<file path="src/rtl/timer_dev.sv">
// ============================================================================
//  Module   : timer_dev
//  Purpose  : Memory-mapped countdown timer with a level interrupt request
//  Revision : 1.0  initial release
// ============================================================================
`default_nettype none

module timer_dev (
    input  logic        clk,
    input  logic        reset,
    input  logic        we,
    input  logic [31:0] addr,
    input  logic [31:0] wdata,
    output logic [31:0] rdata,
    output logic        irq
);

    typedef enum logic [1:0] {
        S_IDLE = 2'd0,
        S_LOAD = 2'd1,
        S_CNT  = 2'd2,
        S_INT  = 2'd3
    } state_t;

    localparam logic [1:0] C_OFF_CTRL   = 2'd0;
    localparam logic [1:0] C_OFF_PRESET = 2'd1;
    localparam logic [1:0] C_OFF_COUNT  = 2'd2;
    localparam logic [1:0] C_MODE_AUTO  = 2'b01;

    state_t      state_q,  state_d;
    logic [3:0]  ctrl_q,   ctrl_d;
    logic [31:0] preset_q, preset_d;
    logic [31:0] count_q,  count_d;
    logic        irqf_q,   irqf_d;

    logic        w_en;
    logic [1:0]  w_mode;
    logic        w_im;
    logic        w_wr_ctrl;
    logic        w_wr_preset;
    logic        unused_addr;

    assign w_en        = ctrl_q[0];
    assign w_mode      = ctrl_q[2:1];
    assign w_im        = ctrl_q[3];
    assign w_wr_ctrl   = we && (addr[3:2] == C_OFF_CTRL);
    assign w_wr_preset = we && (addr[3:2] == C_OFF_PRESET);
    assign unused_addr = ^{addr[31:4], addr[1:0]};

    always_comb begin
        state_d  = state_q;
        ctrl_d   = ctrl_q;
        preset_d = preset_q;
        count_d  = count_q;
        irqf_d   = irqf_q;

        unique case (state_q)
            S_IDLE: begin
                if (w_en) begin
                    state_d = S_LOAD;
                end
            end
            S_LOAD: begin
                count_d = preset_q;
                state_d = S_CNT;
            end
            S_CNT: begin
                if (!w_en) begin
                    state_d = S_IDLE;
                end else if (count_q > 32'd1) begin
                    count_d = count_q - 32'd1;
                end else begin
                    count_d = 32'd0;
                    state_d = S_INT;
                end
            end
            S_INT: begin
                if (w_mode == C_MODE_AUTO) begin
                    state_d = S_LOAD;
                end else begin
                    ctrl_d[0] = 1'b0;
                    irqf_d    = 1'b1;
                    state_d   = S_IDLE;
                end
            end
            default: state_d = S_IDLE;
        endcase

        // Bus writes are applied last so they override the FSM's EN/IRQF updates.
        if (w_wr_ctrl) begin
            ctrl_d = wdata[3:0];
            irqf_d = 1'b0;
        end
        if (w_wr_preset) begin
            preset_d = wdata;
            irqf_d   = 1'b0;
        end
    end

    always_ff @(posedge clk) begin
        if (reset) begin
            state_q  <= S_IDLE;
            ctrl_q   <= 4'd0;
            preset_q <= 32'd0;
            count_q  <= 32'd0;
            irqf_q   <= 1'b0;
        end else begin
            state_q  <= state_d;
            ctrl_q   <= ctrl_d;
            preset_q <= preset_d;
            count_q  <= count_d;
            irqf_q   <= irqf_d;
        end
    end

    always_comb begin
        rdata = 32'd0;
        unique case (addr[3:2])
            C_OFF_CTRL:   rdata = {28'd0, ctrl_q};
            C_OFF_PRESET: rdata = preset_q;
            C_OFF_COUNT:  rdata = count_q;
            default:      rdata = 32'd0;
        endcase
    end

    assign irq = w_im & (irqf_q | (state_q == S_INT));

endmodule

`default_nettype wire

</file>
<file path="config.mk">
export PLATFORM = sky130hd
export DESIGN_NAME = timer_dev
export DESIGN_NICKNAME = d
export VERILOG_FILES = /design/src/rtl/timer_dev.sv
export SDC_FILE = /design/constraint.sdc
export NUM_CORES = 1
export LEC_CHECK = 0
export ABC_AREA = 1
export BUFFER_PORTS_ARGS = -buffer_cell sky130_fd_sc_hd__buf_2
export CORE_ASPECT_RATIO = 0.9
export CORE_MARGIN = 5
export CORE_UTILIZATION = 50
export DETAILED_ROUTE_END_ITERATION = 6
export HOLD_SLACK_MARGIN = 0.1
export PLACE_DENSITY = 0.72
export REMOVE_ABC_BUFFERS = 1
export SLEW_MARGIN = 20
export SYNTH_ARGS = -nofsm -noshare
export SYNTH_HDL_FRONTEND = slang
export SYNTH_SLANG_ARGS = --single-unit
</file>
<file path="constraint.sdc">
create_clock -name clk -period 3.5 [get_ports clk]
set_clock_uncertainty 0.2 [all_clocks]
set_input_delay 0.525 -clock clk [delete_from_list [all_inputs] [get_ports clk]]
set_output_delay 0.525 -clock clk [all_outputs]
set_load 0.02 [all_outputs]
</file>
==> out/results.ini <==
[synth]
synth_top_area_share_pct = 33.5
yosysWarnings = 0
netlist_instances = 654
yosys.cell_count.top_type = nand2_1
synth_seq_cells = 71
synth_flop_cell = dfxtp_1
yosysTopAreaCell = dfxtp_1
ys_seq_area_share_pct = 33.5
synth-edff-count = 0
avgSynthCellArea_sq_um = 6.48
synth.distinct_cells = 31
synthArstFlopShare_pct = 0
synth_area_leaders = dfxtp_1 34%, nand2_1 15%, inv_1 7.3%
netlist_area_sq_um = 4240
synthTopCellsByCount = 174 x nand2_1, 82 x inv_1, 71 x dfxtp_1

[timing]
drv_slew = 0
rsz0062_at_grt = false
setup_tns_ns = 0
worst_slack_ns = 0.505
fin_crit_sh_pct = 85.6
fmax_ghz = 0.334
tightest_slew_ns = 1.05
hold_violations = 0
final-setup-viol-count = 0
min_period_ns = 2.99
relSlewSlack_pct = 30.0

[critical_path]
r2r_end = count_q[26]$_SDFFE_PP0P_
critical_path_class = reg -> reg
timing.rr.start = state_q[1]$_SDFFE_PP0P_
required_ns = 3.53
critPathMaxFanout = 33
cp.arrival_ns = 3.02
reg2reg_slack_ns = 0.51
start_kind = flip-flop
cp-end-kind = flip-flop
r2r_cells = 8

[cts]
htree_levels = 3
cts_made_buffers = 9
cts_sinks = 71
cts_setup_buffers = 0
clock_path_buffers = 2
ctsHoldBuffers = 0
clk_pin_slew_worst_paths_ns = 0.07
clk_latency_ns = 0.35
cts_resized = 0
cts_tree = done
cts_root_buf = clkbuf_8

[place]
dpl.hpwl_microns = 7760
gp_congestion = 0.918
placed_area_sq_um = 4600
numPortBuffers = 69
post-place-ws_ns = 0.691

[routing]
drc = 0
viasPerCell = 5.26
dr.pass1.iters = 5
wl_microns = 11100
vias = 4267
ant_nets = 0
wl_per_cell_microns = 13.6
drt_iter0_markers = 172

[grt]
grt_pass1_wl_microns = 18400
grtUsageTotal_pct = 21.4
grt_start_max_net_pins = 61
antenna_found_initial = 0
grt_pass1_vias = 3949
grt_remaining_overflow = 0

[power_and_ir_drop]
p_leak_uw = 0.00219
vdd_drop_max_mv = 0.240
finalPower_uw = 2080
powerDensity_nw_per_um2 = 433

[hold_path]
hold_start = wdata[0]
hold_end = preset_q[0]$_SDFFE_PP0P_
min_path_type = in -> reg
hold_depth = 3

[final_layout]
final_nets = 777
antennaDiodeCount = 0
area_growth_pct = 13.6
layout-drive-gt1-share_pct = 18.7
design_area_sq_um = 4810

[floorplanning]
rows = 31
core_area_sq_um = 8150
die_w_microns = 107
die_area_sq_um = 10400
dieHeight_microns = 97.3
ios = 100
initial_utilization_pct = 52.0

[outcome]
status = complete, no violations

[flow_run]
maxCapViolCount = 0

[routing by layer]
metal,track usage (%),wire (microns)
met3,4.52,634
met2,35.3,5130
met5,0,0
met1,28.7,5200
met4,4.82,97
[worst max path at each step]
stage / start / to / slack (ns) / cells after the start
after floorplan: addr[2] / preset_q[10]$_SDFFE_PP0P_ / 0.92 / 7
after global placement: addr[2] / rdata[17] / 0.73 / 6
after detailed placement: addr[2] / preset_q[23]$_SDFFE_PP0P_ / 0.69 / 9
after CTS: addr[2] / rdata[12] / 0.71 / 6
after global routing: state_q[1]$_SDFFE_PP0P_ / count_q[29]$_SDFFE_PP0P_ / 0.21 / 8
final: state_q[1]$_SDFFE_PP0P_ / count_q[26]$_SDFFE_PP0P_ / 0.51 / 8
[report_power, final]
| group | switching, uW | internal [uW] |
|---|---|---|
| sequential | 24.7 | 840 |
| combinational | 335 | 159 |
| clock | 309 | 415 |
[placed cells by master (no fill, tap or decap), types with 13 or more instances in the layout]
cell type	netlist	layout
inv_1	82	81
nor2_1	68	68
nand2_1	174	174
o22ai_1	26	26
dfxtp_1	71	71
xor2_1	15	15
a21oi_1	55	55
buf_2	2	69
nand3_1	13	13
o21ai_0	60	60
[registers in the layout, indices dropped and copies added (netlist names)]
signal and cells:
state_q 2, ctrl_q 4, preset_q 32, irqf_q 1, count_q 32
[layout make-up]
cell class	count	area [sq um]
well taps	99	124
inverters	83	312
fillers	828	3330
clock inverters	4	70.1
multi-input cells	470	2360
clock buffers	11	141
repair buffers	73	388
flip-flops and latches	71	1420
[kinds of logic after synthesis]
group / after synthesis / synth area share, %
simple gates: 284 / 28.7
compound gates: 168 / 23.1
buf+inv: 113 / 10.8
flops: 71 / 33.5
xor+xnor: 16 / 3.31
fa+ha+maj: 2 / 0.590
[critical path: stages, from the launching register on]
cell and delay [ns]:
dfxtp_1 0.35, inv_1 0.07, nor2_2 0.30, nand2_1 0.16, nand2_1 0.10, buf_4 0.35, clkinv_1 0.92, nand2_1 0.33
a21oi_2 0.08
[per-stage QoR]
stage | instances | util, % | hold WS, ns
2_1_floorplan | 624 | - | 0.241
3_3_place_gp | 796 | 56.5 | 0.258
3_5_place_dp | 796 | 56.5 | 0.256
4_1_cts | 811 | 59.1 | 0.193
5_1_grt | 811 | 59.1 | 0.222
6_report | 811 | 59.1 | 0.206
Note: power is estimated with default switching activity, not from simulation.
